`config.mk`:
```
export PLATFORM = sky130hd
export DESIGN_NAME = keypad_calc_ctrl
export DESIGN_NICKNAME = d
export VERILOG_FILES = /design/src/rtl/keypad_calc_ctrl.sv
export SDC_FILE = /design/constraint.sdc
export NUM_CORES = 1
export LEC_CHECK = 0
export CORE_MARGIN = 10
export CORE_UTILIZATION = 60
export DETAILED_ROUTE_END_ITERATION = 12
export PLACE_DENSITY = 0.83
export SYNTH_ARGS = -nofsm -noshare
export SYNTH_HDL_FRONTEND = slang
export SYNTH_SLANG_ARGS = --single-unit
```
`constraint.sdc`:
```
create_clock -name clk -period 6.46 [get_ports clk]
set_clock_uncertainty 0.2 [all_clocks]
set_input_delay 1.292 -clock clk [delete_from_list [all_inputs] [get_ports clk]]
set_output_delay 1.292 -clock clk [all_outputs]
set_load 0.005 [all_outputs]
```
`src/rtl/keypad_calc_ctrl.sv`:
```
// Keyboard calculator sequencer: filters PS/2 prefixes, assembles two decimal
// operands and an operator from LUT-decoded keys, and computes the result on Enter.
module keypad_calc_ctrl #(
  parameter int MAX_DIGITS = 3,
  parameter int OPERAND_W  = 10
) (
  input  logic                          clk,
  input  logic                          rst,
  input  logic [7:0]                    scan_code_in,
  input  logic                          scan_code_valid,
  output logic [7:0]                    lut_scan_code,
  input  logic [3:0]                    lut_binary,
  output logic [OPERAND_W-1:0]          operand_a,
  output logic [OPERAND_W-1:0]          operand_b,
  output logic [1:0]                    operator_out,
  output logic signed [2*OPERAND_W:0]   result,
  output logic                          result_valid,
  output logic [2:0]                    calc_state,
  output logic                          overrun
);

  localparam int RES_W = 2*OPERAND_W + 1;
  localparam int CNT_W = $clog2(MAX_DIGITS + 1);
  localparam logic [CNT_W-1:0] CNT_MAX = CNT_W'(MAX_DIGITS);
  localparam logic [CNT_W-1:0] CNT_ONE = CNT_W'(1);

  localparam logic [7:0] CODE_BREAK = 8'hF0;
  localparam logic [7:0] CODE_EXT   = 8'hE0;
  localparam logic [7:0] CODE_ESC   = 8'h76;
  localparam logic [7:0] CODE_ENTER = 8'h5A;

  localparam logic [1:0] OP_NONE = 2'b00;
  localparam logic [1:0] OP_ADD  = 2'b01;
  localparam logic [1:0] OP_SUB  = 2'b10;
  localparam logic [1:0] OP_MUL  = 2'b11;

  typedef enum logic [1:0] {
    S_OPA  = 2'd0,
    S_OPB  = 2'd1,
    S_CALC = 2'd2,
    S_SHOW = 2'd3
  } state_t;

  state_t                  state, state_nxt;
  logic                    vld_p0;
  logic                    break_pending, break_nxt;
  logic [CNT_W-1:0]        a_cnt, a_cnt_nxt, b_cnt, b_cnt_nxt;
  logic [OPERAND_W-1:0]    a_nxt, b_nxt;
  logic [1:0]              op_nxt, key_op;
  logic signed [RES_W-1:0] res_nxt;
  logic                    rv_nxt, key_digit;

  // Decimal shift-in: acc*10 + d, built from shifts so no multiplier is needed.
  function automatic logic [OPERAND_W-1:0] acc_digit(input logic [OPERAND_W-1:0] acc,
                                                     input logic [3:0] d);
    logic [OPERAND_W+3:0] wide;
    wide = {4'd0, acc};
    return OPERAND_W'((wide << 3) + (wide << 1) + {{OPERAND_W{1'b0}}, d});
  endfunction

  // Operands are unsigned, so zero-extend before the signed operation.
  function automatic logic signed [RES_W-1:0] calc(input logic [OPERAND_W-1:0] a,
                                                   input logic [OPERAND_W-1:0] b,
                                                   input logic [1:0] op);
    logic signed [RES_W-1:0] ea, eb;
    ea = signed'({{(OPERAND_W+1){1'b0}}, a});
    eb = signed'({{(OPERAND_W+1){1'b0}}, b});
    case (op)
      OP_ADD:  return ea + eb;
      OP_SUB:  return ea - eb;
      OP_MUL:  return ea * eb;
      default: return '0;
    endcase
  endfunction

  assign key_digit  = (lut_binary <= 4'd9);
  assign calc_state = {1'b0, state};

  always_comb begin
    key_op = OP_NONE;
    case (lut_binary)
      4'd10:   key_op = OP_SUB;
      4'd11:   key_op = OP_ADD;
      4'd12:   key_op = OP_MUL;
      default: key_op = OP_NONE;
    endcase
  end

  always_comb begin
    state_nxt = state;
    break_nxt = break_pending;
    a_cnt_nxt = a_cnt;
    b_cnt_nxt = b_cnt;
    a_nxt     = operand_a;
    b_nxt     = operand_b;
    op_nxt    = operator_out;
    res_nxt   = result;
    rv_nxt    = 1'b0;
    if (state == S_CALC) begin
      res_nxt   = calc(operand_a, operand_b, operator_out);
      rv_nxt    = 1'b1;
      state_nxt = S_SHOW;
    end else if (vld_p0) begin
      // Raw-code checks come first: Enter shares its LUT value with the error code.
      if (break_pending) begin
        break_nxt = 1'b0;
      end else if (lut_scan_code == CODE_BREAK) begin
        break_nxt = 1'b1;
      end else if (lut_scan_code == CODE_EXT) begin
        break_nxt = 1'b0;
      end else if (lut_scan_code == CODE_ESC) begin
        a_nxt     = '0;
        b_nxt     = '0;
        op_nxt    = OP_NONE;
        res_nxt   = '0;
        a_cnt_nxt = '0;
        b_cnt_nxt = '0;
        state_nxt = S_OPA;
      end else if (lut_scan_code == CODE_ENTER) begin
        if (state == S_OPB && b_cnt != '0) state_nxt = S_CALC;
      end else if (key_digit) begin
        case (state)
          S_OPA: if (a_cnt < CNT_MAX) begin
            a_nxt     = acc_digit(operand_a, lut_binary);
            a_cnt_nxt = a_cnt + CNT_ONE;
          end
          S_OPB: if (b_cnt < CNT_MAX) begin
            b_nxt     = acc_digit(operand_b, lut_binary);
            b_cnt_nxt = b_cnt + CNT_ONE;
          end
          S_SHOW: begin
            a_nxt     = OPERAND_W'(lut_binary);
            a_cnt_nxt = CNT_ONE;
            b_nxt     = '0;
            b_cnt_nxt = '0;
            op_nxt    = OP_NONE;
            res_nxt   = '0;
            state_nxt = S_OPA;
          end
          default: state_nxt = state;
        endcase
      end else if (key_op != OP_NONE) begin
        case (state)
          S_OPA: if (a_cnt != '0) begin
            op_nxt    = key_op;
            state_nxt = S_OPB;
          end
          S_OPB: if (b_cnt == '0) op_nxt = key_op;
          default: state_nxt = state;
        endcase
      end
    end
  end

  // Stage p0: capture the byte for the LUT; the following cycle is the decode slot.
  always_ff @(posedge clk or posedge rst) begin
    if (rst) begin
      lut_scan_code <= '0;
      vld_p0        <= 1'b0;
      overrun       <= 1'b0;
    end else begin
      vld_p0 <= scan_code_valid && !vld_p0;
      if (scan_code_valid && !vld_p0) lut_scan_code <= scan_code_in;
      if (scan_code_valid && vld_p0)  overrun <= 1'b1;
    end
  end

  // Stage p1: architectural update at the end of decode or CALC.
  always_ff @(posedge clk or posedge rst) begin
    if (rst) begin
      state         <= S_OPA;
      break_pending <= 1'b0;
      a_cnt         <= '0;
      b_cnt         <= '0;
      operand_a     <= '0;
      operand_b     <= '0;
      operator_out  <= OP_NONE;
      result        <= '0;
      result_valid  <= 1'b0;
    end else begin
      state         <= state_nxt;
      break_pending <= break_nxt;
      a_cnt         <= a_cnt_nxt;
      b_cnt         <= b_cnt_nxt;
      operand_a     <= a_nxt;
      operand_b     <= b_nxt;
      operator_out  <= op_nxt;
      result        <= res_nxt;
      result_valid  <= rv_nxt;
    end
  end

endmodule

```
==> flow_summary.yaml, run 1 <==
cells_and_area:
  area_growth_pct: 13.02
  drive_gt1_share_pct: 5.656
  final_cell_mix: "107 x ha_1, 99 x inv_1, 76 x nand2_1"
  num-fill-cells: 1052
  diodes: 0
  nNetsFinal: 1122
  final_common_cell: "ha_1"
  regArea_mm2: 0.001526
  multi_input_area_mm2: 0.005892
setup_path:
  required_ps: 6480
  slowest_delay_ps: 660
  worstPathArrival_ps: 5680
  crit_path_max_fanout: 14
  endpoint_kind: "flop"
  path_delay_family: "adder cells"
  ff2ff_path_depth: 18
  timing.rr.end: "result[15]$_DFFE_PP0P_"
  rrSetupSlack_ps: 800
  slowest_stage: "dfrtp_1"
  start_kind: "flop"
  criticalPathCategory: "flop to flop"
  r2r-start: "operand_b[1]$_DFFE_PP0P_"
  path_cells: "nand2_1 > fa_1 > inv_1 > fa_1 > inv_1 > fa_1 > inv_1 > fa_1 > inv_1 > fa_1 > inv_1 > ha_1 > a2111oi_0 > o21ai_0 > a211oi_2 > o21ai_0 > o21ai_0 > o21ai_0"
  crit_buf_inv: 5
  crit_start: "operand_b[1]$_DFFE_PP0P_"
global_route:
  grt_pass1_vias: 6921
  grt.total_usage_pct: 23.54
  grt-ovfl-total: 0
  grt_max_degree: 62
  antenna_found_initial: 0
  grt_pass1_wl_um: 34830
timing:
  fin_crit_ps: 5664
  final_max_slew_viol_count: 0
  rsz0062_at_grt: "no"
  timing.final.crit_share_pct: 87.68
  relSlewSlack_pct: 26.11
  worst_pin_slew_ps: 1105
  setup_tns_ps: 0
  setup-violations-final: 0
  hold_viol_final: 0
  max_freq_mhz: 176.6
synth:
  synth_warnings: 0
  synth_area_mm2: 0.008006
  syn_avg_cell_area_um2: 9.026
  synth_edf_count: 0
  syn_inst: 887
  ys_ff_latch: 61
  ys_types: 77
  synth_nets: 1077
  synth-seq-area-share_pct: 19.07
  synthFlopType: "dfrtp_1"
  async_reset_ff_share_pct: 100.0
clock_network:
  cts-buffers-inserted: 9
  cts_resized: 0
  htree_num_levels: 3
  cts.sink_count: 61
  postCtsSetupBuffers: 0
  clock_path_buffers: 2
  cts-root-buf: "clkbuf_16"
  clock_latency_ps: 350
  cts_tree: "built"
  clk_pin_slew_ps: 60
  holdBufCountCts: 0
min_path:
  hold_depth: 1
  hold_class: "flop to flop"
  worstHoldEndpoint: "break_pending$_DFFE_PP0P_"
  hold_start: "break_pending$_DFFE_PP0P_"
detailed_routing:
  viasPerCell: 6.048
  wl_per_cell_um: 18.82
  wl_met2_um: 10740
  wl_met3_um: 1274
  vias: 6731
  drc: 0
  top_layer_used: "met4"
  drt-total-wl_um: 20950
  drt_pass1_iterations: 8
  ant_nets: 0
  drt_iter0_drc: 491
  wl_met1_um: 8603
die:
  core.rowCount: 42
  die_w_um: 135.5
  dieArea_mm2: 0.01836
  initial_utilization_pct: 60.94
  ios: 71
  core_region_area_mm2: 0.01314
  die_y_um: 135.5
placement:
  numPortBuffers: 69
  hpwl_um: 16310
  gp_congestion: 0.9248
outcome:
  outcome: "completed"
run:
  max-cap-violations: 0
## cell families after synthesis
group                    after synthesis  synth area share, %
AO/OA/AOI/OAI                        189                16.14
XOR/XNOR                              37                4.048
adder cells (fa/ha/maj)              175                33.72
buffers and inverters                143                7.423
AND/OR/NAND/NOR                      264                17.27
flip-flops                            61                19.07
other                                  1              0.04684
multiplexers                          17                2.282
## per-layer routing
layer | GRT usage (%) | vias to the layer above
met5 | 0 | -
met4 | 6.400 | 0
met3 | 4.599 | 37
met2 | 40.75 | 233
met1 | 29.24 | 3306
li1 | - | 3155
## stage by stage
stage                     utilization, %  instances  instance area (um^2)  setup slack [ps]  hold WS, ps
after detailed placement           66.69       1097                  8761             769.5        255.2
final                              68.88       1113                  9049             795.9        287.4
after global placement             66.69       1097                  8761             871.8        245.7
after floorplan                        -        887                  8006              1052        245.3
after CTS                          68.88       1113                  9049             765.9        285.9
after global routing               68.88       1113                  9049             473.2        300.9
## cells in the mapped netlist, types with 9 or more instances
cell type  number  area [um^2]
nand4_1         9        56.30
a21oi_1        46        230.2
and2_1         51        319.1
o31ai_1        15        112.6
nand2_1        76        285.3
ha_1          107         1339
mux2_2         10        112.6
a21o_1         13        97.59
nor3_1         14        70.07
nor2_1         41        153.9
o21ai_0        38        190.2
fa_1           68         1361
inv_1         100        375.4
xor2_1          9        78.83
nand3_1        23        115.1
clkbuf_1       30        112.6
xnor2_1        28        245.2
dfrtp_1        61         1526
## state kept, by name, indices dropped and copies added (netlist names)
signal	cells
result	21
operator_out	2
operand_b	10
vld_p0	1
break_pending	1
result_valid	1
state	2
operand_a	10
b_cnt	2
lut_scan_code	8
overrun	1
a_cnt	2
## worst max path at each step
| stage | slack (ps) | endpoint | depth (start not counted) |
|---|---|---|---|
| global placement | 870 | result[15]$_DFFE_PP0P_ | 18 |
| CTS | 770 | result[15]$_DFFE_PP0P_ | 18 |
| global route | 470 | result[15]$_DFFE_PP0P_ | 18 |
| finish | 800 | result[15]$_DFFE_PP0P_ | 18 |
| detailed placement | 770 | result[15]$_DFFE_PP0P_ | 18 |
| floorplan | 1050 | result[15]$_DFFE_PP0P_ | 19 |
## layout make-up
| type | count | area share (%) |
|---|---|---|
| flip-flops and latches | 61 | 16.87 |
| inverters | 101 | 4.190 |
| repair buffers | 76 | 8.213 |
| multi-input cells | 683 | 65.11 |
| well taps | 176 | 2.434 |
| clock inverters | 7 | 0.6914 |
| clock buffers | 9 | 2.489 |
Power of run 1 is not shown: default switching activity piles up to over one toggle a cycle in this logic, so the estimate is an artifact.
==> run 2, diff against run 1 <==
--- a/config.mk
+++ b/config.mk
@@ -7,6 +7,7 @@
 export LEC_CHECK = 0
 export CORE_MARGIN = 10
 export CORE_UTILIZATION = 60
+export CTS_CLUSTER_DIAMETER = 80
 export DETAILED_ROUTE_END_ITERATION = 12
 export PLACE_DENSITY = 0.83
 export SYNTH_ARGS = -nofsm -noshare
==> results of run 2 <==
No change in the layout: final DEF, timing and power equal those of run 1.
Power of run 2 is left out for the same reason.
==> run 3, diff against run 2 <==
--- a/config.mk
+++ b/config.mk
@@ -10,6 +10,7 @@
 export CTS_CLUSTER_DIAMETER = 80
 export DETAILED_ROUTE_END_ITERATION = 12
 export PLACE_DENSITY = 0.83
+export SLEW_MARGIN = 5
 export SYNTH_ARGS = -nofsm -noshare
 export SYNTH_HDL_FRONTEND = slang
 export SYNTH_SLANG_ARGS = --single-unit
==> results of run 3 <==
No change in the layout: final DEF, timing and power equal those of run 1.
Power of run 3 is left out for the same reason.
